--- config.mk ---
export PLATFORM = sky130hd
export DESIGN_NAME = nor_fetch_buffer
export DESIGN_NICKNAME = d
export VERILOG_FILES = /design/src/rtl/nor_fetch_buffer.sv
export SDC_FILE = /design/constraint.sdc
export NUM_CORES = 1
export LEC_CHECK = 0
export ABC_AREA = 1
export BUFFER_PORTS_ARGS = -buffer_cell sky130_fd_sc_hd__buf_2
export CORE_AREA = 10 10 242 244
export CTS_BUF_LIST = sky130_fd_sc_hd__clkbuf_16
export DETAILED_ROUTE_END_ITERATION = 10
export DIE_AREA = 0 0 252 254
export HOLD_SLACK_MARGIN = 0.06
export PLACE_DENSITY = 0.42
export SLEW_MARGIN = 40
export SYNTH_ARGS = -nofsm -noshare
export SYNTH_HDL_FRONTEND = slang
export SYNTH_SLANG_ARGS = --single-unit
--- constraint.sdc ---
create_clock -name clk -period 3 [get_ports clk]
set_input_delay 0.15 -clock clk [delete_from_list [all_inputs] [get_ports clk]]
set_output_delay 0.15 -clock clk [all_outputs]
set_load 0.02 [all_outputs]
--- src/rtl/nor_fetch_buffer.sv ---
`timescale 1ns/1ps
`default_nettype none
// ============================================================================
// Module      : nor_fetch_buffer
// Description : Single-line read buffer between the core instruction bus and
//               the QSPI NOR wrapper. Same-line reads hit in one cycle; a miss
//               refills the whole line with word-sequential downstream reads.
//               A flush pulse invalidates the line after NOR writes.
// Revision    : 1.0 - initial release
// ============================================================================
module nor_fetch_buffer #(
    parameter int LINE_WORDS = 4,
    parameter int XLEN       = 32,
    parameter int BUS_WIDTH  = 32,
    parameter int ACC_W      = 2
) (
    input  logic                 clk,
    input  logic                 rst,
    input  logic                 flush,
    input  logic [XLEN-1:0]      i_addr,
    input  logic                 i_w_rb,
    input  logic [ACC_W-1:0]     i_acc,
    input  logic [BUS_WIDTH-1:0] i_wdata,
    input  logic                 i_req,
    output logic [BUS_WIDTH-1:0] i_rdata,
    output logic                 i_resp,
    output logic                 i_fault,
    output logic [XLEN-1:0]      nor_addr,
    output logic                 nor_w_rb,
    output logic [ACC_W-1:0]     nor_acc,
    output logic [BUS_WIDTH-1:0] nor_wdata,
    output logic                 nor_req,
    input  logic [BUS_WIDTH-1:0] nor_rdata,
    input  logic                 nor_resp,
    input  logic                 nor_fault
);

    localparam int OFF_W = $clog2(LINE_WORDS * 4);
    localparam int CW    = OFF_W - 2;

    localparam logic [1:0] c_IDLE = 2'd0;
    localparam logic [1:0] c_FILL = 2'd1;
    localparam logic [1:0] c_RESP = 2'd2;

    localparam logic [ACC_W-1:0] c_ACC_BYTE = ACC_W'(0);
    localparam logic [ACC_W-1:0] c_ACC_HALF = ACC_W'(1);
    localparam logic [ACC_W-1:0] c_ACC_WORD = ACC_W'(2);
    localparam logic [CW-1:0]    c_LAST     = CW'(LINE_WORDS - 1);

    logic [1:0]             r_state;
    logic [1:0]             w_state_nxt;
    logic                   r_valid;
    logic                   r_flush_pend;
    logic                   r_fill_fault;
    logic [CW-1:0]          r_cnt;
    logic [XLEN-OFF_W-1:0]  r_tag;
    logic [XLEN-1:0]        r_addr;
    logic [ACC_W-1:0]       r_acc;
    logic [BUS_WIDTH-1:0]   r_line [LINE_WORDS];

    logic                   w_bad;
    logic                   w_hit;
    logic                   w_last;
    logic [CW-1:0]          w_cnt_inc;
    logic                   w_unused_wdata;

    // Pick the addressed byte/half/word out of a buffered word, zero-extended.
    function automatic logic [BUS_WIDTH-1:0] f_extract(
        input logic [BUS_WIDTH-1:0] word,
        input logic [1:0]           off,
        input logic [ACC_W-1:0]     acc
    );
        logic [BUS_WIDTH-1:0] w_sh;
        f_extract = '0;
        w_sh      = '0;
        case (acc)
            c_ACC_BYTE: begin
                w_sh            = word >> {off, 3'b000};
                f_extract[7:0]  = w_sh[7:0];
            end
            c_ACC_HALF: begin
                w_sh            = word >> {off[1], 4'b0000};
                f_extract[15:0] = w_sh[15:0];
            end
            c_ACC_WORD: f_extract = word;
            default:    f_extract = '0;
        endcase
    endfunction

    // Writes are not supported; the write data port only exists for bus symmetry.
    assign w_unused_wdata = ^i_wdata;

    // Writes, misaligned accesses and undefined access sizes fault without touching NOR.
    assign w_bad = i_w_rb
                || (i_acc == c_ACC_HALF && i_addr[0])
                || (i_acc == c_ACC_WORD && i_addr[1:0] != 2'b00)
                || (i_acc > c_ACC_WORD);
    assign w_hit     = r_valid && (i_addr[XLEN-1:OFF_W] == r_tag);
    assign w_last    = (r_cnt == c_LAST);
    assign w_cnt_inc = r_cnt + 1'b1;

    assign nor_w_rb  = 1'b0;
    assign nor_acc   = c_ACC_WORD;
    assign nor_wdata = '0;

    // State register.
    always_ff @(posedge clk) begin
        if (rst) r_state <= c_IDLE;
        else     r_state <= w_state_nxt;
    end

    // Next-state: misses go to FILL; a fault or the last word ends the fill.
    always_comb begin
        w_state_nxt = r_state;
        case (r_state)
            c_IDLE:  if (i_req && !w_bad && !w_hit) w_state_nxt = c_FILL;
            c_FILL:  if (nor_resp && (nor_fault || w_last)) w_state_nxt = c_RESP;
            c_RESP:  w_state_nxt = c_IDLE;
            default: w_state_nxt = c_IDLE;
        endcase
    end

    // Control datapath: line validity, fill sequencing and the registered bus outputs.
    always_ff @(posedge clk) begin
        if (rst) begin
            r_valid      <= 1'b0;
            r_flush_pend <= 1'b0;
            r_fill_fault <= 1'b0;
            r_cnt        <= '0;
            r_tag        <= '0;
            r_addr       <= '0;
            r_acc        <= '0;
            i_resp       <= 1'b0;
            i_fault      <= 1'b0;
            i_rdata      <= '0;
            nor_req      <= 1'b0;
            nor_addr     <= '0;
        end else begin
            i_resp  <= 1'b0;
            nor_req <= 1'b0;
            // Outside FILL a flush kills the line at once; a same-cycle hit still sees the old valid.
            if (flush && r_state != c_FILL) r_valid <= 1'b0;
            case (r_state)
                c_IDLE: begin
                    if (i_req) begin
                        if (w_bad) begin
                            i_resp  <= 1'b1;
                            i_fault <= 1'b1;
                            i_rdata <= '0;
                        end else if (w_hit) begin
                            i_resp  <= 1'b1;
                            i_fault <= 1'b0;
                            i_rdata <= f_extract(r_line[i_addr[OFF_W-1:2]], i_addr[1:0], i_acc);
                        end else begin
                            r_addr       <= i_addr;
                            r_acc        <= i_acc;
                            r_valid      <= 1'b0;
                            r_cnt        <= '0;
                            r_flush_pend <= 1'b0;
                            r_fill_fault <= 1'b0;
                            nor_req      <= 1'b1;
                            nor_addr     <= {i_addr[XLEN-1:OFF_W], {OFF_W{1'b0}}};
                        end
                    end
                end
                c_FILL: begin
                    if (flush) r_flush_pend <= 1'b1;
                    if (nor_resp) begin
                        if (nor_fault) begin
                            r_fill_fault <= 1'b1;
                            r_flush_pend <= 1'b0;
                        end else if (w_last) begin
                            r_valid      <= !r_flush_pend && !flush;
                            r_tag        <= r_addr[XLEN-1:OFF_W];
                            r_flush_pend <= 1'b0;
                        end else begin
                            r_cnt    <= w_cnt_inc;
                            nor_req  <= 1'b1;
                            nor_addr <= {r_addr[XLEN-1:OFF_W], w_cnt_inc, 2'b00};
                        end
                    end
                end
                c_RESP: begin
                    i_resp  <= 1'b1;
                    i_fault <= r_fill_fault;
                    i_rdata <= r_fill_fault ? '0
                             : f_extract(r_line[r_addr[OFF_W-1:2]], r_addr[1:0], r_acc);
                end
                default: ;
            endcase
        end
    end

    // Line storage: capture each good fill word at its slot.
    always_ff @(posedge clk) begin
        if (r_state == c_FILL && nor_resp && !nor_fault) r_line[r_cnt] <= nor_rdata;
    end

endmodule
`default_nettype wire

# Word-level counts from Yosys, hierarchy flattened
# Memory sizes are Yosys's and may differ from the RTL's. A register that Yosys moved wholly into a read port is not among the register bits.
# Cells that the tools add are included.
# classes
n_addsub,1
order_cmp,1
eq_ne,19
shift,4
mux,66
bitwise_logic,3
n_reduce_logical,32
# op_table
operator,n
$mux W32,10
$pmux W32 S2,2
$shr A32 B5 Y16,2
$shr A32 B5 Y8,2
$pmux W8 S3,2
$mux W16,2
$pmux W8 S2,2
$mux W1,30
$eq A28 B28 Y1,1
$mux W2,10
$ne A2 B2 Y1 const B,9
$pmux W1 S2,6
$reduce_and A4 Y1,3
$logic_and A1 B1 Y1,10
$eq A2 B2 Y1 const B,4
$pmux W2 S2,2
$reduce_and A7 Y1,1
$eq A2 B1 Y1 const B,3
$logic_not A2 Y1,3
$reduce_and A6 Y1,1
$reduce_bool A2 Y1,3
$logic_not A1 Y1,5
$logic_or A1 B1 Y1,4
$ne A3 B3 Y1 const B,1
other kinds (6),8
# word_totals
regBits,136
ram_bits,128
input_bits,105
out_inout_bits,102
word_cells,140
memories,1
# mem_list
name,words,width,rd,rd_clocked_by_memory_dff,write_ports,line,source
r_line,4,32,2,1,1,59,logic [BUS_WIDTH-1:0] r_line [LINE_WORDS];

# Logic depth before layout (Yosys ltp)
# Gate-level depths: netlist (run 1).
# logic_depth
ltp_word,10
mapped_depth,17
mapped_depth_nobuf,16

# Worst setup path after synthesis (run 1)
# No wires, ideal clock.
# synth_timing
path_kind,flip-flop to flip-flop
start,register r_state[0]
end,memory r_line[0][0] (enable)
arrival_ns,2.228
t_required_ns,2.579
slack_ns,0.351
stages_incl_launch_ff,7
path_cell_list,dfxtp_1 > inv_2 > nor2_4 > inv_2 > nor2_1 > inv_2 > nor2_1
# synth_between
elab_chain_len,5
# synth_rtl
item,line,source
start: declaration,50,logic [1:0] r_state;
start signal: assignment,108,if (rst) r_state <= c_IDLE;
start signal: assignment,109,else r_state <= w_state_nxt;
$eq A2 B1 Y1,196,if (r_state == c_FILL && nor_resp && !nor_fault) r_line[r_cnt] <= nor_rdata;
$logic_and A1 B1 Y1 (2 in series),196,
$mux W1,196,
$mux W1 (not written as such),196,
end: declaration,59,
# Every way passes these cells.

# Worst setup path in the final report (run 1)
# layout_timing
start,input port i_acc[0]
end,register i_rdata[26]
# layout_between
elab_chain_len,8
word_cells_on_any_way,15
cone_classes,order compare: 1; eq/ne: 3; mux: 5; reduce/logical: 6
# layout_rtl
item,line,source
start: declaration,22,"input logic [ACC_W-1:0] i_acc,"
$eq A2 B1 Y1,95,|| (i_acc == c_ACC_HALF && i_addr[0])
$logic_and A1 B1 Y1,95,
$logic_or A1 B1 Y1,95,
$logic_or A1 B1 Y1,96,|| (i_acc == c_ACC_WORD && i_addr[1:0] != 2'b00)
$logic_or A1 B1 Y1,97,|| (i_acc > c_ACC_WORD);
$mux W32,146,if (w_bad) begin
$mux W32,145,if (i_req) begin
$pmux W32 S2,143,case (r_state)
end signal: assignment,153,"i_rdata <= f_extract(r_line[i_addr[OFF_W-1:2]], i_addr[1:0], i_acc);"
end signal: assignment,186,i_rdata <= r_fill_fault ? '0
end: declaration,25,"output logic [BUS_WIDTH-1:0] i_rdata,"
# Parallel ways exist; a longest one is shown, timed or not. The select of a mux whose other input is x is not followed.
# A chain may end at the register's enable or synchronous reset.

==> Flow_metrics.wiki, run 1 <==
{| class="wikitable"
! Metric !! Value
|-
| Hold bufs inserted after CTS || 70
|-
| Fraction of the yosys area taken by sequential cells || between 40% and 50%
|-
| Total number of vias || 12100
|-
| Cell taking the most area after synthesis || sky130_fd_sc_hd__edfxtp_1
|-
| H-tree level count || 2
|-
| Clock root cell || sky130_fd_sc_hd__clkbuf_16
|-
| Clock latency on the worst-skew pair || roughly 0.54 ns
|-
| Commonest cells after routing, fill and taps aside || sky130_fd_sc_hd__nand2_1, sky130_fd_sc_hd__nor2_1, sky130_fd_sc_hd__nand3_1, sky130_fd_sc_hd__buf_2, sky130_fd_sc_hd__o21ai_0
|-
| Maximum cell stage delay along the critical path || 0.53 ns
|-
| Total clock buffers created by CTS || 34
|-
| Overall die height || ~250 µm
|-
| Endpoint of the worst register-to-register path || i_rdata[26]$_SDFFE_PP0P_
|-
| Hold Violations, Final || 0
|-
| Switching power summed over all nets || approximately 2.5 mW
|-
| Average footprint of a synthesized cell || between 7 and 8 µm²
|-
| Portion of total power attributed to sequential cells || a little over two fifths
|-
| Most frequent standard cell in the layout excluding fill and tap cells || sky130_fd_sc_hd__nand2_1
|-
| Share of cells above drive strength 1 || between 10 and 15%
|-
| Total Routed Length || about 47000 µm
|-
| Post-CTS setup buffer count || 0
|-
| Count of cell types in the netlist || 39
|-
| Number of resized instances in the post-cts repair step || 0
|-
| Final Critical Period || 2.42 ns
|-
| Xor/xnor share of the synthesized area || less than 1%
|-
| Clk network pwr share || 42.6%
|-
| Fraction of synthesized area in multiplexers || 0%
|-
| R2R cell count || 7
|-
| Drt first-iter violations || approximately 900
|-
| Drt drc || 0
|-
| Static Leak || ~6.9 nW
|-
| Design Area, Final || ~16000 µm²
|-
| RSZ-0062 raised after global routing || no
|-
| Cell area after placement || 14500 µm²
|-
| Setup tns final || 0 ns
|-
| Share of the synthesized area in compound gates (AO/OA/AOI/OAI) || a little under an eighth
|-
| Launch point of the worst path || i_acc[0]
|-
| Total number of yosys warnings || 0
|-
| Horiz. Die Dim || about 250 µm
|-
| Fraction of the mapped netlist area in simple logic gates || approximately 28%
|-
| Hold Worst Slack || 0.119 ns
|-
| Internal power component || around 6.5 mW
|-
| Least-Margin Pin Slew || a little under 0.8 ns
|-
| Global-route usage over all layers || ~14%
|-
| Cell breakdown of the critical path || dlygate4sd3_1 -> buf_2 -> inv_1 -> ha_1 -> inv_1 -> o221ai_1 -> inv_1 -> nand2_2 -> nand3_4 -> nand2_4 -> inv_2 -> nor2_1 -> nor2_1
|-
| Post-route clock period utilization || between 80% and 90%
|-
| Register-to-register setup slack || roughly 0.65 ns
|-
| Largest cells by area after synthesis || sky130_fd_sc_hd__edfxtp_1, sky130_fd_sc_hd__dfxtp_1, sky130_fd_sc_hd__nand2_1, sky130_fd_sc_hd__nand3_1, sky130_fd_sc_hd__o21ai_0
|-
| Count of pins over their slew limit || 0
|-
| Final setup viols || 0
|-
| Post-Synth Adder-Cell Area || under 10%
|-
| Initial cell density of the core || between 20% and 30%
|-
| CTS tree || built
|-
| Register bit total from synthesis || approximately 260
|-
| Most used cell along the critical path || sky130_fd_sc_hd__inv_1
|-
| Number of vias per cell after detailed routing || roughly 4.6
|-
| Critical setup path kind || in2reg
|-
| Pin count of the biggest net entering global routing || 87
|-
| Area added between synthesis and finish || 22.6%
|-
| Cell type of the slowest stage on the worst timing path || sky130_fd_sc_hd__dlygate4sd3_1
|-
| Switching part of the total power || approximately 28%
|-
| Filler Cells Inserted || 5800
|-
| Gate count after technology mapping || 1720
|-
| Maximum clock rate || slightly above 0.4 GHz
|-
| Maximum root-to-sink buffer count || 3
|-
| Standard-cell rows || 85
|-
| Setup skew after layout || 0.0199 ns
|-
| Post-synthesis cell area || 13200 µm²
|-
| Io pins || between 200 and 250
|-
| Placeable core region || 53600 µm²
|-
| Slew HR || a little under half
|-
| Area of the multi-input gates || between 5000 and 6000 µm²
|-
| Run status || complete, no violations
|-
| Gpl congestion || between 0.9 and 1
|-
| Crit path DAT || around 2.8 ns
|-
| Worst setup EP type || flop
|-
| Max IR drop VDD || roughly 0.28 mV
|-
| Sequential cell area || approximately 6500 µm²
|-
| Layout net count || roughly 2000
|-
| CP max FO || 34
|-
| Antenna violations before repair || 4
|-
| Type of the worst min-delay path || in2reg
|-
| Drt wl/cell || between 15 and 20 µm
|-
| Number of global-route vias before repair || roughly 12000
|-
| Placed wire-length estimate after detailed placement || approximately 32000 µm
|-
| Req. time, crit path || around 3.4 ns
|-
| Total of buffers placed on input and output ports || between 100 and 150
|-
| Dominant combinational cell family by area after synthesis || simple AND/OR/NAND/NOR gates
|-
| Length of the first detailed-routing pass in iterations || 5
|-
| Antenna Nets Post-Route || 0
|-
| Clock transition at path regs || 0.05 ns
|-
| Die outline area || roughly 64000 µm²
|-
| Worst flop-to-flop path startpoint || r_state[1]$_SDFFE_PP0P_
|-
| Power density over the cells || around 560 nW/µm²
|-
| Total global routing overflow || 0
|-
| Global-route wire length before repair || 70700 µm
|-
| Nature of the critical path startpoint || input port
|-
| Comb pwr share || around 14%
|-
| Overall power consumption || approximately 9 mW
|-
| Max-Cap Viols || 0
|-
| Fraction of post-synthesis cell area in the top cell type by area || between 20% and 30%
|-
| Number of sinks driven by the clock tree || around 260
|-
| Crit path to || i_rdata[26]$_SDFFE_PP0P_
|}
==> worst max-delay path: cells and delay by family <==
family	cells	cell delay (ns)
buffers and inverters	6	1.33
AND/OR/NAND/NOR	5	0.88
AO/OA/AOI/OAI	1	0.17
adder cells (fa/ha/maj)	1	0.27
==> per-layer routing <==
| metal | track usage (%) | vias to the layer above | routed length, µm | share of wire, % |
|---|---|---|---|---|
| met3 | 2.62 | 70 | 2670 | 5.7 |
| met2 | 23.7 | 331 | 21700 | 47 |
| li1 | - | 5934 | - | - |
| met4 | 4.62 | 4 | 1220 | 2.6 |
| met5 | 0 | - | 20 | 0.043 |
| met1 | 18.1 | 5792 | 21000 | 45 |
==> how the worst min path moves through the flow <==
stage          cells past startpoint          start                       to  slack, ns
2_1_floorplan                      0   nor_rdata[0]   r_line[0][0]$_DFFE_PP_       0.25
3_3_place_gp                       1  nor_rdata[26]  r_line[2][26]$_DFFE_PP_       0.37
3_5_place_dp                       1  nor_rdata[28]  r_line[3][28]$_DFFE_PP_       0.37
4_1_cts                            3      i_addr[1]   r_addr[1]$_SDFFE_PP0P_       0.08
5_1_grt                            3      i_addr[1]   r_addr[1]$_SDFFE_PP0P_       0.14
6_report                           3      i_addr[2]                     flop       0.12
==> layout make-up <==
class / count / area share (%)
diodes: 2 / 0.0308
clock buffers: 34 / 5.24
clock inverters: 28 / 1.19
inverters: 115 / 2.66
multi-input cells: 1240 / 34.9
flip-flops and latches: 262 / 40.2
well taps: 696 / 5.37
repair buffers: 236 / 10.4
==> synthesized netlist by cell type (all sizes together) <==
cell    count
and2        1
nor3        1
xor2        3
o221ai      1
buf        88
edfxtp    128
a31oi      14
a21oi      91
or2         2
conb        2
xnor2       8
o21bai      1
nand3     162
o211ai      1
clkinv      3
nand4       2
ha         12
o22ai      33
inv       112
nand2     517
a32oi       1
nand3b     30
clkbuf     50
o21a        2
dfxtp     134
nor2      174
o21ai     147
==> sequential cells by signal (all words and copies together) (netlist names), named ones only <==
| signal | flops |
|---|---|
| i_fault | 1 |
| i_rdata | 32 |
| i_resp | 1 |
| nor_addr | 29 |
| nor_req | 1 |
| r_acc | 2 |
| r_addr | 32 |
| r_cnt | 1 |
| r_fill_fault | 1 |
| r_flush_pend | 1 |
| r_line | 128 |
| r_state | 2 |
| r_tag | 28 |
| r_valid | 1 |
==> cell families (layout without fill, tap and decap cells) <==
| logic type | after synthesis | in the layout |
|---|---|---|
| compound gates | 291 | 291 |
| xor+xnor | 11 | 11 |
| flops | 262 | 262 |
| other cells | 2 | 39 |
| fa+ha+maj | 12 | 12 |
| simple gates | 889 | 889 |
| buf+inv | 253 | 413 |
==> per-stage QoR <==
stage / setup WS (ns) / utilization, % / cells
floorplan: 0.351 / - / 1755
global placement: 0.645 / 27.0 / 2479
detailed placement: 0.576 / 27.0 / 2479
CTS: 0.606 / 30.3 / 2611
global route: 0.341 / 30.3 / 2612
finish: 0.581 / 30.3 / 2613
==> power groups by stage <==
| stage | logic, mW | registers, mW | clock network [mW] |
|---|---|---|---|
| finish | 1.28 | 3.91 | 3.85 |
| CTS | 1.29 | 3.91 | 3.98 |
| global route | 1.43 | 3.91 | 4.14 |
| detailed placement | 1.21 | 3.98 | 0 |
| floorplan | 0.737 | 4.05 | 0 |
| global placement | 1.20 | 3.98 | 0 |
No activity file was read; power rests on OpenSTA's default activity.
==> inputs of run 2 (changes only) <==
==> constraint.sdc (replaced) <==
create_clock -name clk -period 2.4 [get_ports clk]
set_input_delay 0.12 -clock clk [delete_from_list [all_inputs] [get_ports clk]]
set_output_delay 0.12 -clock clk [all_outputs]
set_load 0.02 [all_outputs]
==> run 2 against run 1 <==
Against the previous run: setup slack got worse by 0.38 ns; clock skew rose by 0.0045 ns; core utilization rose by 0.45 points; combinational power rose by 27%; power rose by 27%; sequential power rose by 25%; register-to-register slack got worse by 0.42 ns; hold slack got worse by 0.0092 ns; critical path depth rose by 1; clock power rose by 30%; critical path type unchanged.
==> Flow_metrics.wiki, run 2 (synthesized netlist as in run 1, its figures left out) <==
{| class="wikitable"
! Metric !! Value
|-
| Run status || complete, no violations (unchanged)
|-
| Total number of vias || 12000 (was 12100)
|-
| Worst setup EP type || flop (unchanged)
|-
| Static Leak || 7.02 nW (was 6.93 nW)
|-
| Hold Violations, Final || 0 (unchanged)
|-
| Placed cell count || 2490 (was 2479)
|-
| Drt drc || 0 (unchanged)
|-
| Most frequent standard cell in the layout excluding fill and tap cells || sky130_fd_sc_hd__nand2_1 (unchanged)
|-
| Global-route usage over all layers || 13.9% (was 14.2%)
|-
| Number of logic stages on the critical path including buffering || 14 (was 13)
|-
| Portion of total power attributed to sequential cells || 42.4% (was 43.2%)
|-
| Count of pins over their slew limit || 0 (unchanged)
|-
| Layout net count || 2017 (was 2006)
|-
| Req. time, crit path || 2.80 ns (was 3.42 ns)
|-
| Design Area, Final || 16500 µm² (was 16200 µm²)
|-
| Sum of buffers and inverters on the critical path || 5 (was 6)
|-
| Slew HR || 59.7% (was 47.1%)
|-
| Area added between synthesis and finish || 24.4% (was 22.6%)
|-
| Maximum root-to-sink buffer count || 3 (unchanged)
|-
| Drt wl/cell || 17.5 µm (was 17.8 µm)
|-
| Cell area after placement || 14700 µm² (was 14500 µm²)
|-
| Standard-cell rows || 85 (unchanged)
|-
| Setup skew after layout || 0.0244 ns (was 0.0199 ns)
|-
| Switching part of the total power || 27.2% (was 28.0%)
|-
| Placeable core region || 53600 µm² (unchanged)
|-
| Cell family with most CP delay || buffers and inverters (unchanged)
|-
| Number of global-route vias before repair || 11600 (was 11900)
|-
| Clock transition at path regs || 0.06 ns (was 0.05 ns)
|-
| Nature of the critical path startpoint || input port (unchanged)
|-
| Number of flip-flops in the largest register || 128 (unchanged)
|-
| Die outline area || 64000 µm² (unchanged)
|-
| Final Critical Period || between 2 and 2.5 ns
|-
| Placed wire-length estimate after detailed placement || 31900 µm (was 31800 µm)
|-
| Comb pwr share || 14.1% (was 14.2%)
|-
| Total Routed Length || 46000 µm (was 46500 µm)
|-
| Max-Cap Viols || 0 (unchanged)
|-
| Post-CTS setup buffer count || 0 (unchanged)
|-
| Clock latency on the worst-skew pair || 0.54 ns (about the same)
|-
| Total of buffers placed on input and output ports || 137 (unchanged)
|-
| Pin count of the biggest net entering global routing || 82 (was 87)
|-
| Total clock buffers created by CTS || 34 (unchanged)
|-
| End-of-flow core utilization || 30.7% (was 30.3%)
|-
| Number of cells traversed by the worst hold path || 5 (was 3)
|-
| Final setup viols || 0 (unchanged)
|-
| Power density over the cells || 699 nW/µm² (was 557 nW/µm²)
|-
| Top Registers || r_line x128, i_rdata x32, r_addr x32 (unchanged)
|-
| Overall die height || 254 µm (unchanged)
|-
| H-tree level count || 2 (unchanged)
|-
| Clk network pwr share || 43.5% (was 42.6%)
|-
| Number of sinks driven by the clock tree || 262 (unchanged)
|-
| Antenna violations before repair || 3 (was 4)
|-
| Hold Worst Slack || 0.110 ns (was 0.119 ns)
|-
| Critical setup path kind || in2reg (unchanged)
|-
| Length of the first detailed-routing pass in iterations || 5 (unchanged)
|-
| Overall power consumption || 11.5 mW (was 9.04 mW)
|-
| Filler-free cell count of the finished design || 2620 (was 2613)
|-
| Io pins || 207 (unchanged)
|-
| Horiz. Die Dim || 252 µm (unchanged)
|-
| Maximum cell stage delay along the critical path || 0.52 ns (was 0.53 ns)
|-
| Global-route wire length before repair || 69200 µm (was 70700 µm)
|-
| Antenna Nets Post-Route || 0 (unchanged)
|-
| Least-Margin Pin Slew || 0.601 ns (was 0.791 ns)
|-
| Initial cell density of the core || 24.7% (unchanged)
|-
| Internal power component || 8.39 mW (was 6.51 mW)
|-
| Maximum clock rate || 0.456 GHz
|-
| Drt first-iter violations || 755 (was 899)
|-
| Type of the worst min-delay path || in2reg (unchanged)
|-
| R2R cell count || 14 (was 7)
|-
| Cell type of the slowest stage on the worst timing path || sky130_fd_sc_hd__dlygate4sd3_1 (unchanged)
|-
| Post-route clock period utilization || 91.4%
|-
| Cell breakdown of the critical path || dlygate4sd3_1 -> buf_2 -> inv_1 -> ha_1 -> inv_1 -> nand2_1 -> a21oi_1 -> inv_1 -> o21ai_0 -> o21ai_0 -> nor2_1 -> a21oi_1 -> nand3_1 -> a21oi_1 (was dlygate4sd3_1 -> buf_2 -> inv_1 -> ha_1 -> inv_1 -> o221ai_1 -> inv_1 -> nand2_2 -> nand3_4 -> nand2_4 -> inv_2 -> nor2_1 -> nor2_1)
|-
| Gpl congestion || 0.921 (was 0.918)
|-
| Clock root cell || sky130_fd_sc_hd__clkbuf_16 (unchanged)
|-
| Commonest cells after routing, fill and taps aside || sky130_fd_sc_hd__nand2_1, sky130_fd_sc_hd__nor2_1, sky130_fd_sc_hd__nand3_1, sky130_fd_sc_hd__buf_2, sky130_fd_sc_hd__o21ai_0 (unchanged)
|-
| Number of vias per cell after detailed routing || 4.56 (was 4.64)
|-
| Crit path DAT || 2.59 ns (was 2.84 ns)
|-
| CTS tree || built (unchanged)
|-
| RSZ-0062 raised after global routing || no (unchanged)
|-
| Share of cells above drive strength 1 || 13.3% (was 12.6%)
|-
| Switching power summed over all nets || 3.13 mW (was 2.53 mW)
|-
| Top reg by flops || r_line (unchanged)
|-
| CP max FO || 5 (was 34)
|-
| Max IR drop VDD || 0.415 mV (was 0.283 mV)
|-
| Total global routing overflow || 0 (unchanged)
|}
[run 2: cell count changes in the layout (fill, tap and decap cells not counted), sizes merged]
cell / previous run / this run
buf: 166 / 177
inv: 125 / 119
clkbuf: 34 / 36
bufinv: 2 / 3
clkinv: 16 / 15
clkinvlp: 0 / 1
diode: 2 / 1
[run 2: tightest hold or removal path: stages]
cell and delay, ns:
sky130_fd_sc_hd__buf_2 0.17, sky130_fd_sc_hd__nand2_1 0.09, sky130_fd_sc_hd__a21oi_1 0.06, sky130_fd_sc_hd__nand3_1 0.08
sky130_fd_sc_hd__a21oi_1 0.06
[run 2: area by class of cell]
cell class | count | area, µm²
Clock inverter | 23 | 199
Sequential cell | 262 | 6530
Inverter | 115 | 432
Fill cell | 5737 | 37100
Clock buffer | 36 | 901
Tap cell | 696 | 871
Antenna cell | 1 | 2.50
Timing Repair Buffer | 247 | 1870
Multi-Input combinational cell | 1240 | 5670
[run 2: path summary, 6_finish.rpt]
kind / startpoint / end / slack (ns)
min reg2reg: r_addr[2]$_SDFFE_PP0P_ / flop / 0.44
max reg2reg: flop / i_rdata[7]$_SDFFE_PP0P_ / 0.23
max: i_acc[1] / i_rdata[0]$_SDFFE_PP0P_ / 0.21
min: i_addr[1] / i_rdata[4]$_SDFFE_PP0P_ / 0.11
[run 2: through the flow]
stage / TNS [ns] / worst slack, ns
final: 0 / 0.205
after global routing: 0 / 0.00973
after global placement: 0 / 0.277
after CTS: 0 / 0.153
after floorplan: -23.87 / -0.249
after detailed placement: 0 / 0.203
[run 2: power groups by stage]
stage	Clock [mW]	Combinational [mW]	Sequential [mW]
after floorplan	0	0.921	5.06
after detailed placement	0	1.54	4.97
after CTS	5.19	1.64	4.88
after global placement	0	1.53	4.97
final	5.01	1.63	4.88
after global routing	5.36	1.81	4.89
[run 2: routing by layer]
metal  global-route usage (%)  part of all wire (%)  up-vias
li1                         -                     -     5958
met1                     18.0                    45     5598
met2                     23.2                    47      335
met3                     2.35                   5.6       65
met4                     4.85                   2.5        4
met5                        0                 0.035        -
[run 2: timing repair]
action                                 4_1_cts  5_1_grt
hold buffers                                70        0
setup endpoints to repair                    0        1
gates resized for setup                      0        3
endpoints found under the hold margin      198        0
